--- config.mk ---
export PLATFORM = sky130hd
export DESIGN_NAME = imem_loader
export DESIGN_NICKNAME = d
export VERILOG_FILES = /design/src/rtl/imem_loader.sv
export SDC_FILE = /design/constraint.sdc
export NUM_CORES = 1
export LEC_CHECK = 0
export ABC_AREA = 0
export ABC_CLOCK_PERIOD_IN_PS = 8300
export CAP_MARGIN = 20
export CORE_MARGIN = 10
export CORE_UTILIZATION = 30
export CTS_BUF_LIST = sky130_fd_sc_hd__clkbuf_8
export DETAILED_ROUTE_END_ITERATION = 16
export HOLD_SLACK_MARGIN = 0.02
export SETUP_SLACK_MARGIN = 0.5
export SLEW_MARGIN = 20
export SYNTH_ARGS = -nofsm -noshare
export SYNTH_HDL_FRONTEND = slang
export SYNTH_SLANG_ARGS = --single-unit
--- constraint.sdc ---
create_clock -name clk -period 8.3 [get_ports clk]
set_input_delay 1.66 -clock clk [delete_from_list [all_inputs] [get_ports clk]]
set_output_delay 1.66 -clock clk [all_outputs]
set_load 0.01 [all_outputs]
--- src/rtl/imem_loader.sv ---
// Instruction memory that is filled from a byte stream, then serves single-cycle fetches.
// Optional running image checksum output enabled by defining IMEM_LOADER_CHECKSUM_EN.
module imem_loader #(
    parameter int unsigned ADDR_W   = 5,
    parameter logic [31:0] NOP_WORD = 32'h0000_0013
) (
    input  logic              clk,
    input  logic              rst,
    input  logic [ADDR_W-1:0] m_addr,
    output logic [31:0]       m_data,
    output logic              pc_en,
    input  logic              ld_valid,
    input  logic [7:0]        ld_byte,
    input  logic              ld_last,
    output logic              ld_ready,
    output logic              load_done,
    output logic [ADDR_W:0]   word_count
`ifdef IMEM_LOADER_CHECKSUM_EN
   ,output logic [31:0]       checksum
`endif
);

    localparam int unsigned DEPTH = 2 ** ADDR_W;
    localparam int unsigned CNT_W = ADDR_W + 1;

    typedef enum logic {
        S_LOAD = 1'b0,
        S_RUN  = 1'b1
    } state_t;

    state_t            r_state;
    state_t            w_state_nxt;
    logic [1:0]        r_byte_idx;
    logic [ADDR_W-1:0] r_word_ptr;
    logic [CNT_W-1:0]  r_word_count;
    logic [DEPTH-1:0]  r_valid;
    logic [31:0]       r_buf;
    logic [31:0]       r_mem [DEPTH];
`ifdef IMEM_LOADER_CHECKSUM_EN
    logic [31:0]       r_checksum;
`endif

    logic              w_accept;
    logic              w_write;
    logic              w_full;
    logic [31:0]       w_word;

    always_ff @(posedge clk) begin
        if (rst) begin
            r_state <= S_LOAD;
        end else begin
            r_state <= w_state_nxt;
        end
    end

    // Byte acceptance, word completion and the LOAD -> RUN decision.
    always_comb begin
        w_state_nxt = r_state;
        ld_ready    = 1'b0;
        pc_en       = 1'b0;
        load_done   = 1'b0;
        w_accept    = 1'b0;
        w_write     = 1'b0;
        w_full      = (r_word_ptr == ADDR_W'(DEPTH - 1));
        w_word      = r_buf | (32'(ld_byte) << {r_byte_idx, 3'b000});
        case (r_state)
            S_LOAD: begin
                ld_ready = 1'b1;
                w_accept = ld_valid && !rst;
                w_write  = w_accept && ((r_byte_idx == 2'd3) || ld_last);
                if (w_write && (ld_last || w_full)) begin
                    w_state_nxt = S_RUN;
                end
            end
            S_RUN: begin
                pc_en     = 1'b1;
                load_done = 1'b1;
            end
        endcase
    end

    // Buffer, pointers and valid bits; the array itself is masked rather than cleared.
    always_ff @(posedge clk) begin
        if (rst) begin
            r_byte_idx   <= 2'd0;
            r_word_ptr   <= '0;
            r_word_count <= '0;
            r_valid      <= '0;
            r_buf        <= '0;
`ifdef IMEM_LOADER_CHECKSUM_EN
            r_checksum   <= '0;
`endif
        end else if (w_accept) begin
            r_byte_idx <= r_byte_idx + 2'd1;
            if (w_write) begin
                r_buf               <= '0;
                r_valid[r_word_ptr] <= 1'b1;
                r_word_ptr          <= r_word_ptr + ADDR_W'(1);
                if (r_word_count < CNT_W'(DEPTH)) begin
                    r_word_count <= r_word_count + CNT_W'(1);
                end
`ifdef IMEM_LOADER_CHECKSUM_EN
                r_checksum <= r_checksum + w_word;
`endif
            end else begin
                r_buf <= w_word;
            end
        end
    end

    always_ff @(posedge clk) begin
        if (w_write) begin
            r_mem[r_word_ptr] <= w_word;
        end
    end

    assign m_data     = ((r_state == S_RUN) && r_valid[m_addr]) ? r_mem[m_addr] : NOP_WORD;
    assign word_count = r_word_count;
`ifdef IMEM_LOADER_CHECKSUM_EN
    assign checksum   = r_checksum;
`endif

endmodule

==> metrics, run 1 <==
status finished, final reports clean; total power between 10 and 15 mW; Initial Util 0.302; Logic pwr share 0.045; DR iter-0 viols between 2000 and 2500; mapped cell area between 40000 and 50000 um^2; Main synth FF type edfxtp_1; Synth Instances 1972; chip height around 390 um; maximum vdd ir drop ~120 uV; vias in the first global route ~22000; first-pass GRT wire length between 150 and 200 mm; ys async rst share 0; Final min period about 7.1 ns; row cnt 137; Total Routed Length about 110 mm; Worst-path clk slew around 0.050 ns; synthesized area per cell 21.4 um^2; Setup TNS Final 0 ns; Max stage delay on crit path 0.82 ns; Hold Buf Count CTS 0; layout cells sized above 1 0.266; Max Fclk around 140 MHz; drt drc 0; crit path cell chain clkdlybuf4s50_1 -> inv_2 -> nor2_4 -> buf_4 -> a22oi_1 -> a311oi_1 -> clkdlybuf4s50_1; Hold Fails Final Rpt 0; GR Util All Layers 0.132; Core Area between 100000 and 150000 um^2; Pre-Repair DR Iteration Count 5; cts bufs inserted 163; largest net degree at the start of global routing 94; die area approximately 160000 um^2; flops & latches, synth around 1100; Worst-Skew Late Latency 0.86 ns; Cell Pwr Density between 200 and 250 nW/um^2; total of max-cap violations 0; Area Overhead vs Synth 14.4%; per-cell routed wire length around 26 um; YS warnings 0; synth unique cells roughly 50; Max Buffers Root-to-Sink 3; gpl congestion about 0.74; crit path launch type input pin; CP max FO 24; crit path DAT 5.44 ns; relative slew slack 0.253; Final Skew ~0.036 ns; Crit. End Element primary output; Buf/Inv on CP 4; antenna viol nets, final 0; Setup Buffers After CTS 0; Finish-stage setup viols 0; switching pwr 2.38 mW; Die W about 400 um; number of H-tree levels 4; Tcrit/Tclk final 0.856; post-synth top area share 0.729; data required time of the worst path around 6.6 ns; final core occ 0.346; clock power share 0.382; Synth Net Count roughly 2000; internal power ~8.3 mW; GRT overflow 0; DR vias roughly 21000; worst slew pin tran 1.12 ns; dominant cell type by area after synthesis edfxtp_1; crit path kind in2out; post-synthesis sequential area ratio 0.766; RSZ-0062 raised after global routing no; initial antenna violation count 10; Worst R2R Setup Slack roughly 4.2 ns; max-slew violation count 0; PortBufs between 50 and 60; TritonCTS clock tree yes; DR vias/cell around 5.0; post_cts resized 0; EDFF count, synth 1024; static leakage power between 10 and 15 nW; DPL Wire Length between 50 and 60 mm; Root Driver clkbuf_8; Sw Ratio 0.224; Flop pwr share 0.573; CTS sink cnt ~1100; crit-path most repeated cell clkdlybuf4s50_1; delay-heaviest family, CP buffers and inverters; fin nets roughly 2100; slowest CP cell clkdlybuf4s50_1; Hold Path Class reg2reg; top cells by area, synth edfxtp_1, mux4_2, dfxtp_1; Top-Level Pins between 50 and 60
==> worst register-to-register path, stage by stage (launching register included) <==
cell and delay (ns):
dfxtp_1 0.43, or3b_2 0.63, nor2_2 0.56, nand2_1 0.66, nor2_4 1.04, buf_4 0.48
==> state kept, by name, indices dropped and copies added, names as in the netlist <==
register and flops:
r_state 1, r_word_ptr 5, r_valid 32, r_buf 32
r_mem 1024, word_count 6, r_byte_idx 2
==> routing by layer <==
metal / global-route usage / part of all wire / vias to the layer above
met5: 0 / 0.00093 / -
met4: 0.0530 / 0.034 / 16
met3: 0.0349 / 0.070 / 197
met2: 0.228 / 0.51 / 782
met1: 0.157 / 0.38 / 11200
li1: - / - / 8558
==> Yosys cell counts, types with 4 or more instances <==
| cell | count |
|---|---|
| a211o_1 | 4 |
| a21o_1 | 33 |
| a21oi_1 | 66 |
| a22oi_1 | 59 |
| a311oi_1 | 28 |
| and2_1 | 10 |
| buf_1 | 6 |
| buf_2 | 32 |
| buf_4 | 14 |
| buf_6 | 4 |
| clkbuf_1 | 57 |
| clkbuf_2 | 8 |
| dfxtp_1 | 78 |
| edfxtp_1 | 1024 |
| ha_1 | 7 |
| inv_1 | 5 |
| mux2i_1 | 16 |
| mux4_1 | 4 |
| mux4_2 | 284 |
| nand2_1 | 15 |
| nor2_1 | 149 |
| nor2b_1 | 6 |
| nor3_1 | 4 |
| o21ai_0 | 6 |
| xnor2_1 | 4 |
| xor2_1 | 4 |
==> layout make-up <==
class	instances	area, um^2
flip-flops and latches	1102	32300
clock inverters	119	622
fillers	13000	91300
repair buffers	111	1050
inverters	5	18.8
clock buffers	173	2380
well taps	1876	2350
diodes	2	5.00
multi-input cells	741	9490
==> path summary, 6_finish.rpt <==
| check | startpoint | to | cells after the start |
|---|---|---|---|
| max | m_addr[2] | m_data[24] | 7 |
| max reg2reg | r_state$_SDFF_PP0_ | r_mem[27][20]$_DFFE_PP_ | 5 |
| min reg2reg | r_valid[18]$_SDFFE_PP0P_ | r_valid[18]$_SDFFE_PP0P_ | 2 |
| min | r_valid[18]$_SDFFE_PP0P_ | r_valid[18]$_SDFFE_PP0P_ | 2 |
==> placed cells by master, fill, tap and decap left out, types with 10 or more instances in the layout <==
cell / count
edfxtp_1: 1024
mux4_2: 284
clkbuf_8: 173
nor2_1: 112
dfxtp_1: 78
a21oi_1: 66
a22oi_1: 59
inv_1: 52
clkdlybuf4s50_1: 52
buf_4: 50
clkinv_1: 37
nor2_4: 36
a21o_1: 30
a311oi_1: 28
mux2i_1: 16
nand2_1: 15
clkinv_2: 15
and2_1: 10
==> per-stage QoR <==
stage          instance area [um^2]  hold slack, ns  std cells  setup slack [ns]
6_report                      48200           0.472       4129              1.20
5_1_grt                       48200           0.492       4129              1.17
4_1_cts                       48200           0.473       4126              1.20
3_5_place_dp                  45200           0.458       3834              1.22
3_3_place_gp                  45200           0.439       3834              1.19
2_1_floorplan                 42200           0.428       1972              3.24
==> power by group through the flow <==
stage,clock network (mW),logic (mW),registers [mW]
after global placement,0,0.472,6.22
after CTS,4.16,0.486,6.10
after detailed placement,0,0.485,6.22
final,4.07,0.482,6.10
after global routing,4.40,0.515,6.10
after floorplan,0,0.317,6.21
==> kinds of logic (layout without fill, tap and decap cells) <==
group                      after synthesis  after routing  synth area share
muxes                                  307            307             0.159
and+or+nand+nor                        208            208            0.0215
DFF                                   1102           1102             0.766
other                                    0              2                 0
buffers and inverters                  129            408            0.0153
AOI/OAI and AO/OA                      211            211            0.0345
adders and majority gates                7              7           0.00208
xor gates and xnor gates                 8              8           0.00166
Power figures use the tool's default switching activity.
==> run 2, diff against run 1 <==
- CORE_ASPECT_RATIO: not set -> 1.1
- SETUP_SLACK_MARGIN: 0.5 -> not set
==> run 2 against run 1 <==
Against the previous run: sequential cell count is the same; die area is essentially flat; sequential power is essentially flat; clock skew is essentially flat; worst setup slack gained 0.40 ns; routed wire length is essentially flat; combinational power shrank 1%; via count shrank 0.98%; critical endpoint is now m_data[4].
==> metrics, run 2 (synthesis results as in run 1) <==
crit path launch type input pin (unchanged); Tcrit/Tclk final 0.808 (was 0.856); CTS sink cnt 1102 (unchanged); DR vias/cell 5.04 (was 5.03); antenna viol nets, final 0 (unchanged); Die W 377 um (was 395 um); gpl congestion 0.754 (was 0.740); max-slew violation count 0 (unchanged); Final Skew 0.0362 ns (was 0.0360 ns); post_cts resized 0 (unchanged); relative slew slack 0.263 (was 0.253); Crit. End Element primary output (unchanged); Cell Pwr Density 223 nW/um^2 (was 221 nW/um^2); GR Util All Layers 0.135 (was 0.132); CP max FO 21 (was 24); number of H-tree levels 4 (unchanged); largest net degree at the start of global routing 139 (was 94); Sw Ratio 0.223 (was 0.224); clock power share 0.388 (was 0.382); TritonCTS clock tree yes (unchanged); commonest non-fill, non-tap cells in the layout edfxtp_1, mux4_2, clkbuf_8 (unchanged); fin nets 2143 (was 2148); Core Area 140000 um^2 (about the same); Top-Level Pins 58 (unchanged); Area Overhead vs Synth 14.5% (was 14.4%); layout cells sized above 1 0.268 (was 0.266); crit path kind in2out (unchanged); non-filler instance count after layout 4080 (was 4129); Hold Buf Count CTS 0 (unchanged); Finish-stage setup viols 0 (unchanged); DPL Wire Length 60.5 mm (was 59.2 mm); drt drc 0 (unchanged); DR iter-0 viols 2140 (was 2099); Hold Fails Final Rpt 0 (unchanged); Logic pwr share 0.044 (was 0.045); DP Cell Count 3782 (was 3834); worst slew pin tran 1.11 ns (was 1.12 ns); final core occ 0.345 (was 0.346); Total Routed Length 106 mm (about the same); Root Driver clkbuf_8 (unchanged); most common cell after layout, fill and taps aside edfxtp_1 (unchanged); total of max-cap violations 0 (unchanged); row cnt 144 (was 137); first-pass GRT wire length 153 mm (about the same); chip height 413 um (was 395 um); status finished, final reports clean (unchanged); Flop pwr share 0.568 (was 0.573); per-cell routed wire length 25.9 um (was 25.6 um); PortBufs 57 (unchanged); switching pwr 2.39 mW (was 2.38 mW); vias in the first global route 21600 (was 21700); static leakage power 14.2 nW (about the same); Worst-Skew Late Latency 0.86 ns (about the same); Max Fclk 149 MHz (was 141 MHz); crit path DAT 5.05 ns (was 5.44 ns); cts bufs inserted 160 (was 163); Final min period 6.71 ns (was 7.10 ns); Setup TNS Final 0 ns (unchanged); WHS 0.472 ns (about the same); Pre-Repair DR Iteration Count 5 (unchanged); Worst-path clk slew 0.06 ns (was 0.05 ns); Initial Util 0.302 (about the same); internal power 8.35 mW (was 8.27 mW); Biggest register r_mem (unchanged); biggest regs r_mem (1024), r_buf (32), r_valid (32) (unchanged); GRT overflow 0 (unchanged); maximum vdd ir drop 172 uV (was 123 uV); DR vias 20600 (was 20800); Max Buffers Root-to-Sink 3 (unchanged); initial antenna violation count 9 (was 10); max reg flops 1024 (unchanged); RSZ-0062 raised after global routing no (unchanged); data required time of the worst path 6.64 ns (about the same); Hold Path Class reg2reg (unchanged); die area 156000 um^2 (about the same); Setup Buffers After CTS 0 (unchanged)
==> run 2: stage by stage <==
stage	power, mW	setup slack, ns	area [um^2]
floorplan	6.53	3.24	42200
global placement	6.69	1.49	45100
detailed placement	6.70	1.57	45200
CTS	10.8	1.56	48300
global route	11.1	1.45	48300
finish	10.7	1.59	48300
==> run 2: layout make-up <==
type	count	area [um^2]
sequential	1102	32300
clock buffer	167	2300
multi-input combinational	741	9490
clock inverter	129	786
timing repair buffer	109	1070
inverter	5	18.8
fill	12900	91500
antenna	2	5.00
tap	1825	2280
==> run 2: power by group through the flow <==
| stage | sequential, mW | clock (mW) | combinational (mW) |
|---|---|---|---|
| after floorplan | 6.21 | 0 | 0.317 |
| after global placement | 6.22 | 0 | 0.470 |
| after detailed placement | 6.22 | 0 | 0.481 |
| after CTS | 6.10 | 4.26 | 0.482 |
| after global routing | 6.10 | 4.51 | 0.510 |
| final | 6.10 | 4.16 | 0.476 |
==> run 2: final timing paths <==
kind,to,slack [ns],from,depth (start not counted)
max,m_data[4],1.59,m_addr[2],8
min,r_valid[13]$_SDFFE_PP0P_,0.47,r_valid[13]$_SDFFE_PP0P_,2
max reg2reg,r_mem[25][6]$_DFFE_PP_,4.40,r_state$_SDFF_PP0_,6
min reg2reg,r_valid[13]$_SDFFE_PP0P_,0.47,r_valid[13]$_SDFFE_PP0P_,2
==> run 2: routing by layer <==
layer	vias to the layer above	wire length [um]	track usage
li1	8568	-	-
met1	10900	40400	0.161
met2	835	52300	0.223
met3	220	8440	0.0409
met4	14	4560	0.0621
met5	-	85	0
==> run 2: critical path: stages <==
cell and delay [ns]:
clkdlybuf4s50_1 0.40, buf_4 0.22, inv_2 0.55, buf_4 0.50, mux4_2 0.54, nor2b_1 0.14
a311o_1 0.42, clkdlybuf4s50_1 0.54
